$ cat config.mk
export PLATFORM = sky130hd
export DESIGN_NAME = rasterizer_triangle_setup
export DESIGN_NICKNAME = d
export VERILOG_FILES = /design/src/rtl/rasterizer_pkg.sv /design/src/rtl/rasterizer_vertex_fifo.sv /design/src/rtl/rasterizer_triangle_setup.sv
export SDC_FILE = /design/constraint.sdc
export NUM_CORES = 2
export LEC_CHECK = 0
export BUFFER_PORTS_ARGS = -buffer_cell sky130_fd_sc_hd__clkbuf_2
export CAP_MARGIN = 20
export CORE_MARGIN = 1
export CORE_UTILIZATION = 55
export DETAILED_ROUTE_END_ITERATION = 8
export PLACE_DENSITY = 0.75
export SLEW_MARGIN = 20
export SYNTH_ARGS = -nofsm -noshare
export SYNTH_HDL_FRONTEND = slang
export SYNTH_SLANG_ARGS = --single-unit
$ cat constraint.sdc
create_clock -name clock -period 16.3 [get_ports clock]
set_clock_uncertainty 0.1 [all_clocks]
set_input_delay 0.815 -clock clock [delete_from_list [all_inputs] [get_ports clock]]
set_output_delay 0.815 -clock clock [all_outputs]
set_load 0.005 [all_outputs]
$ cat src/rtl/rasterizer_pkg.sv
// Shared types, widths and helpers for triangle setup.
// Vertex/edge records and the setup FSM encoding.
package rasterizer_pkg;

   localparam int EDGE_AB_W = 17;
   localparam int EDGE_C_W  = 33;
   localparam int AREA_W    = 35;

   typedef struct packed {
      logic signed [15:0] x;
      logic signed [15:0] y;
      logic [31:0]        z;
      logic [31:0]        color;
   } vertex_t;

   typedef struct packed {
      logic signed [EDGE_AB_W-1:0] a;
      logic signed [EDGE_AB_W-1:0] b;
      logic signed [EDGE_C_W-1:0]  c;
   } edge_t;

   typedef enum logic [2:0] {
      COLLECT,
      EDGE0,
      EDGE1,
      EDGE2,
      AREA,
      OUT
   } setup_state_t;

   // Clamp a signed screen coordinate into [0, hi].
   function automatic logic [15:0] clamp_coord(input logic signed [15:0] v, input int hi);
      if (v < 0)
         return '0;
      else if (int'(v) > hi)
         return 16'(hi);
      else
         return v;
   endfunction

   function automatic logic signed [AREA_W-1:0] sext_c(input logic signed [EDGE_C_W-1:0] c);
      return {{(AREA_W-EDGE_C_W){c[EDGE_C_W-1]}}, c};
   endfunction

endpackage

$ cat src/rtl/rasterizer_vertex_fifo.sv
// Synchronous vertex FIFO; head visible combinationally, pushes while full are dropped.
// count_nxt exposes the post-update occupancy so the caller can register a ready flag from it.
module rasterizer_vertex_fifo
   import rasterizer_pkg::*;
#(
   parameter int DEPTH = 4
) (
   input  logic                   clock,
   input  logic                   reset,
   input  logic                   push,
   input  vertex_t                push_dat,
   input  logic                   pop,
   output vertex_t                pop_dat,
   output logic [$clog2(DEPTH):0] count,
   output logic [$clog2(DEPTH):0] count_nxt,
   output logic                   full,
   output logic                   empty
);

   localparam int AW = $clog2(DEPTH);
   localparam int CW = AW + 1;

   vertex_t       mem [DEPTH];
   logic [AW-1:0] wr_ptr;
   logic [AW-1:0] rd_ptr;
   logic          do_push;
   logic          do_pop;

   assign full    = (count == CW'(DEPTH));
   assign empty   = (count == '0);
   assign do_push = push && !full;
   assign do_pop  = pop && !empty;
   assign pop_dat = mem[rd_ptr];

   always_comb begin
      count_nxt = count;
      if (do_push && !do_pop)
         count_nxt = count + CW'(1);
      else if (!do_push && do_pop)
         count_nxt = count - CW'(1);
   end

   always_ff @(posedge clock or negedge reset) begin
      if (!reset) begin
         wr_ptr <= '0;
         rd_ptr <= '0;
         count  <= '0;
      end else begin
         if (do_push) wr_ptr <= wr_ptr + AW'(1);
         if (do_pop)  rd_ptr <= rd_ptr + AW'(1);
         count <= count_nxt;
      end
   end

   always_ff @(posedge clock) begin
      if (do_push) mem[wr_ptr] <= push_dat;
   end

endmodule

$ cat src/rtl/rasterizer_triangle_setup.sv
// Triangle setup: groups vertices into triangles, computes edge equations, area and clamped bbox.
// Third pop to tri_valid is 5 cycles; outputs hold while tri_ready is low, vertices keep buffering.
module rasterizer_triangle_setup
   import rasterizer_pkg::*;
#(
   parameter int SCREEN_W   = 640,
   parameter int SCREEN_H   = 480,
   parameter int FIFO_DEPTH = 4
) (
   input  logic                        clock,
   input  logic                        reset,
   input  logic                        vertex_valid,
   input  logic [3:0][31:0]            vertex_in,
   output logic                        vertex_ready,
   output logic                        tri_valid,
   input  logic                        tri_ready,
   output logic [2:0][EDGE_AB_W-1:0]   tri_edge_a,
   output logic [2:0][EDGE_AB_W-1:0]   tri_edge_b,
   output logic [2:0][EDGE_C_W-1:0]    tri_edge_c,
   output logic [AREA_W-1:0]           tri_area2,
   output logic [15:0]                 tri_bbox_min_x,
   output logic [15:0]                 tri_bbox_max_x,
   output logic [15:0]                 tri_bbox_min_y,
   output logic [15:0]                 tri_bbox_max_y,
   output logic [2:0][31:0]            tri_z,
   output logic [2:0][31:0]            tri_color,
   output logic                        overflow_err,
   output logic [15:0]                 culled_count
);

   localparam int CNT_W = $clog2(FIFO_DEPTH) + 1;

   setup_state_t       state;
   setup_state_t       state_nxt;
   logic [1:0]         idx;
   vertex_t [2:0]      slot;
   edge_t [2:0]        edges;
   vertex_t            vtx_in;
   vertex_t            fifo_head;
   logic [CNT_W-1:0]   fifo_count;
   logic [CNT_W-1:0]   fifo_count_nxt;
   logic               fifo_full;
   logic               fifo_empty;
   logic               fifo_pop;
   logic               unused_hi;

   always_comb begin
      vtx_in.x     = $signed(vertex_in[0][15:0]);
      vtx_in.y     = $signed(vertex_in[1][15:0]);
      vtx_in.z     = vertex_in[2];
      vtx_in.color = vertex_in[3];
   end
   assign unused_hi = ^{vertex_in[0][31:16], vertex_in[1][31:16]};

   assign fifo_pop = (state == COLLECT) && !fifo_empty;

   rasterizer_vertex_fifo #(
      .DEPTH(FIFO_DEPTH)
   ) u_fifo (
      .clock     (clock),
      .reset     (reset),
      .push      (vertex_valid),
      .push_dat  (vtx_in),
      .pop       (fifo_pop),
      .pop_dat   (fifo_head),
      .count     (fifo_count),
      .count_nxt (fifo_count_nxt),
      .full      (fifo_full),
      .empty     (fifo_empty)
   );

   // One multiplier pair serves all three edges; the state picks the vertex pair.
   logic [1:0]                  ei;
   vertex_t                     vi;
   vertex_t                     vj;
   logic signed [31:0]          prod_ij;
   logic signed [31:0]          prod_ji;
   logic signed [EDGE_AB_W-1:0] edge_a_new;
   logic signed [EDGE_AB_W-1:0] edge_b_new;
   logic signed [EDGE_C_W-1:0]  edge_c_new;

   always_comb begin
      ei = 2'd0;
      vi = slot[0];
      vj = slot[1];
      case (state)
         EDGE1: begin ei = 2'd1; vi = slot[1]; vj = slot[2]; end
         EDGE2: begin ei = 2'd2; vi = slot[2]; vj = slot[0]; end
         default: ;
      endcase
   end

   assign prod_ij    = $signed(vi.x) * $signed(vj.y);
   assign prod_ji    = $signed(vj.x) * $signed(vi.y);
   assign edge_a_new = $signed({vi.y[15], vi.y}) - $signed({vj.y[15], vj.y});
   assign edge_b_new = $signed({vj.x[15], vj.x}) - $signed({vi.x[15], vi.x});
   assign edge_c_new = $signed({prod_ij[31], prod_ij}) - $signed({prod_ji[31], prod_ji});

   logic signed [AREA_W-1:0] area_sum;
   logic signed [15:0]       min_x;
   logic signed [15:0]       max_x;
   logic signed [15:0]       min_y;
   logic signed [15:0]       max_y;
   logic                     cull;

   assign area_sum = sext_c(edges[0].c) + sext_c(edges[1].c) + sext_c(edges[2].c);

   always_comb begin
      min_x = slot[0].x;
      max_x = slot[0].x;
      min_y = slot[0].y;
      max_y = slot[0].y;
      for (int i = 1; i < 3; i++) begin
         if (slot[i].x < min_x) min_x = slot[i].x;
         if (slot[i].x > max_x) max_x = slot[i].x;
         if (slot[i].y < min_y) min_y = slot[i].y;
         if (slot[i].y > max_y) max_y = slot[i].y;
      end
   end

   assign cull = (area_sum == '0) ||
                 (max_x < 0) || (int'(min_x) >= SCREEN_W) ||
                 (max_y < 0) || (int'(min_y) >= SCREEN_H);

   always_comb begin
      state_nxt = state;
      case (state)
         COLLECT: if (fifo_pop && idx == 2'd2) state_nxt = EDGE0;
         EDGE0:   state_nxt = EDGE1;
         EDGE1:   state_nxt = EDGE2;
         EDGE2:   state_nxt = AREA;
         AREA:    state_nxt = cull ? COLLECT : OUT;
         OUT:     if (tri_ready) state_nxt = COLLECT;
         default: state_nxt = COLLECT;
      endcase
   end

   always_ff @(posedge clock or negedge reset) begin
      if (!reset) begin
         state          <= COLLECT;
         idx            <= 2'd0;
         slot           <= '0;
         edges          <= '0;
         tri_area2      <= '0;
         tri_bbox_min_x <= '0;
         tri_bbox_max_x <= '0;
         tri_bbox_min_y <= '0;
         tri_bbox_max_y <= '0;
         overflow_err   <= 1'b0;
         culled_count   <= '0;
         vertex_ready   <= 1'b1;
      end else begin
         state        <= state_nxt;
         vertex_ready <= (fifo_count_nxt <= CNT_W'(FIFO_DEPTH - 2));
         if (vertex_valid && fifo_full) overflow_err <= 1'b1;
         if (fifo_pop) begin
            slot[idx] <= fifo_head;
            idx       <= (idx == 2'd2) ? 2'd0 : idx + 2'd1;
         end
         case (state)
            EDGE0, EDGE1, EDGE2: begin
               edges[ei].a <= edge_a_new;
               edges[ei].b <= edge_b_new;
               edges[ei].c <= edge_c_new;
            end
            AREA: begin
               if (cull) begin
                  culled_count <= culled_count + 16'd1;
               end else begin
                  // Clockwise input: flip every sign so the interior tests positive.
                  if (area_sum < 0) begin
                     for (int i = 0; i < 3; i++) begin
                        edges[i].a <= -edges[i].a;
                        edges[i].b <= -edges[i].b;
                        edges[i].c <= -edges[i].c;
                     end
                     tri_area2 <= -area_sum;
                  end else begin
                     tri_area2 <= area_sum;
                  end
                  tri_bbox_min_x <= clamp_coord(min_x, SCREEN_W - 1);
                  tri_bbox_max_x <= clamp_coord(max_x, SCREEN_W - 1);
                  tri_bbox_min_y <= clamp_coord(min_y, SCREEN_H - 1);
                  tri_bbox_max_y <= clamp_coord(max_y, SCREEN_H - 1);
               end
            end
            default: ;
         endcase
      end
   end

   assign tri_valid = (state == OUT);

   always_comb begin
      for (int i = 0; i < 3; i++) begin
         tri_edge_a[i] = edges[i].a;
         tri_edge_b[i] = edges[i].b;
         tri_edge_c[i] = edges[i].c;
         tri_z[i]      = slot[i].z;
         tri_color[i]  = slot[i].color;
      end
   end

endmodule
==> impl_results.md <==
- Most frequent cells in the layout: inv_1 (818), fa_1 (625), dfrtp_1 (610), clkbuf_2 (605), nor2_1 (591)
- Seq/Total Area, Yosys: 37.1%
- Area growth, synth to finish: 9.56%
- Max Transition Viols Final: 0
- Fin crit period: between 10 and 15 ns
- Post-Syn Instances: 6,833
- Most area-hungry cell type in the Yosys netlist: dfrtp_1
- Slew HR: 14.7%
- Ys Warns: 0
- Clock Pin Slew Worst Setup and Hold Paths: 0.07 ns
- Type of the worst setup path: register to register
- Worst Reg2Reg Path Length in Cells: 30
- Critical Path RT: around 17 ns
- Port bufs: just over 600
- Largest net degree at the start of global routing: 177
- CP max-delay cell: inv_1
- Vias in the first global route: 55,200
- Area contributors post-synth: dfrtp_1 (21%), fa_1 (17%), edfxtp_1 (16%), ha_1 (5.8%), inv_1 (4.2%)
- Initial antenna violation count: 18
- ANT nets after route: 0
- Post-layout util: 61.0%
- CTS tree: built
- Skew-Pair Late Insertion Delay: about 0.79 ns
- H-tree Lvls: 3
- Post-synth EDFFs: about 380
- Core Area: ~0.13 sq mm
- WL final: 217,000 um
- Hold-fix buffers, CTS: 0
- Iter 0 DRT Violations: around 5,800
- Main synth FF type: dfrtp_1
- Max Cap Viol: 0
- Filler Cell Count: between 10,000 and 15,000
- Worst slew pin tran: 1.28 ns
- WL/cell: 24.2 um
- Crit-path max FO: 85
- Vias/cell: 6.06
- Gpl congestion: about 1
- Status: complete, no violations
- Global-route wire length before repair: 330,000 um
- Unrepaired setup endpoints after global routing: false
- CP most frequent cell: fa_1
- Initial core utilization: 55.7%
- Synthesized area: 0.0725 sq mm
- Max Clock Freq: 89.3 MHz
- Post-CTS resize count: 0
- Die Ht: 365 um
- Setup crit start kind: register
- Share of layout cells above drive strength 1: 18.3%
- Total die area: 0.133 sq mm
- Final Cycle Share: 68.7%
- Dpl hpwl: 161,000 um
- Number of distinct library cells after synthesis: 103
- Synth async-reset ratio: 61.5%
- Worst hold path type: input pin to async pin
- Clock root cell: clkbuf_16
- Horiz. Die Dim: 365 um
- Std cell rows: between 100 and 150
- I/O pin total: 643
- Area of the multi-input gates: 0.0399 sq mm
- Postcts setup bufs: 0
- CTS Sinks: 998
- Detailed-route DRC error count: 0
- Max clock buf depth: 3
- GR Overflow Total: 0
- Cts bufs inserted: 102
- Reg area: 0.0269 sq mm
- Post-layout nets: roughly 8,300
- Hold WS: 0.0293 ns
- Max incr delay on CP: about 0.78 ns
- Seq cells post-synth: roughly 1,000
- Final Hold Fails: 0
- Crit path DAT: roughly 12 ns
- Most common cell after layout, fill and taps aside: inv_1
- Mapped Avg Cell Area: approximately 11 sq um
- TNS Setup: 0 ns
- GRT Util Overall: 32.7%
- Setup-failing EPs final: 0
- Yosys top cell area share: 21.2%
- TritonRoute pass-1 iters: 6
- Via count: 54,500
- CP endpoint kind: register
flip-flops by register name, indices dropped and copies added (netlist names), 2 cells and up:
signal          cells
tri_bbox_min_x     15
tri_edge_b         51
idx                 2
culled_count       16
state               3
tri_bbox_max_y     15
tri_edge_c         99
tri_z              96
tri_area2          35
tri_color          96
tri_bbox_max_x     15
tri_bbox_min_y     15
tri_edge_a         51
u_fifo.mem        384
u_fifo.count        3
u_fifo.rd_ptr       2
slot               96
u_fifo.wr_ptr       2
layout make-up:
cell class,instances,area share (%)
timing repair buffer,706,4.81
sequential,998,33.9
clock inverter,62,0.877
tap,1742,2.74
inverter,832,3.93
antenna,5,0.0158
clock buffer,130,3.51
multi-input combinational,4519,50.2
critical path, delay by kind of cell, from the launching register on:
family,cells,cell delay (ns)
AO/OA/AOI/OAI,11,2.71
XOR/XNOR,1,0.36
AND/OR/NAND/NOR,3,0.99
adder cells (fa/ha/maj),9,4.54
buffers and inverters,6,1.69
flip-flops,1,0.55
layer usage:
metal | up-vias | routed length [um] | GRT usage (%)
met5 | - | 151 | 0
met4 | 22 | 14100 | 18.3
met3 | 652 | 19600 | 7.41
met2 | 2693 | 101000 | 52.9
met1 | 27300 | 81900 | 40.8
li1 | 23800 | - | -
Yosys cell counts, types with 21 or more instances:
cell type / number
ha_1: 337
o32ai_1: 24
nand2_1: 561
or4_1: 27
o32a_1: 44
mux4_2: 96
nor3_1: 180
o21ai_0: 408
nor2_1: 594
xor2_1: 59
xnor2_1: 92
and2_1: 51
or2_2: 26
fa_1: 625
mux2_2: 261
a31oi_1: 35
or3_1: 44
buf_4: 205
nand4_1: 29
inv_1: 818
buf_1: 35
a211oi_1: 44
o21a_1: 52
nand3_1: 48
dfrtp_1: 613
a21o_1: 65
mux2i_1: 114
clkbuf_1: 219
nor4_1: 50
edfxtp_1: 384
a21oi_1: 256
and3_1: 21
o211ai_1: 43
a22o_1: 23
nand2b_1: 39
final timing paths:
| path | startpoint | to | slack (ns) |
|---|---|---|---|
| max | state[2]$_DFFE_PN0P_ | tri_edge_c[31]$_DFFE_PN0P_ | 5.10 |
| min | reset | slot[176]$_DFFE_PN0P_ | 0.03 |
| max reg2reg | state[2]$_DFFE_PN0P_ | tri_edge_c[31]$_DFFE_PN0P_ | 5.10 |
| min reg2reg | tri_bbox_max_y[5]$_DFFE_PN0P_ | tri_bbox_max_y[5]$_DFFE_PN0P_ | 0.37 |
| max in group asynchronous | reset | tri_z[71]$_DFFE_PN0P_ | 12.33 |
| min in group clock | vertex_in[93] | u_fifo.mem[0][61]$_DFFE_PP_ | 0.14 |
kinds of logic after synthesis:
logic type / after synthesis / share of synthesized area [%]
AOI/OAI and AO/OA: 1182 / 10.3
buffers and inverters: 1319 / 8.02
and+or+nand+nor: 1746 / 11.0
muxes: 471 / 8.61
adders and majority gates: 965 / 23.1
other: 1 / 0.00517
DFF: 998 / 37.1
xor gates and xnor gates: 151 / 1.82
through the flow:
stage,setup slack [ns],cells,area (sq um)
2_1_floorplan,6.57,6836,72500
3_3_place_gp,5.47,8797,75900
3_5_place_dp,5.41,8797,75900
4_1_cts,5.36,8989,79400
5_1_grt,4.72,8991,79400
6_report,5.10,8994,79400
Power is not shown: default switching activity piles up to over one toggle a cycle in this logic, so the estimate is an artifact.
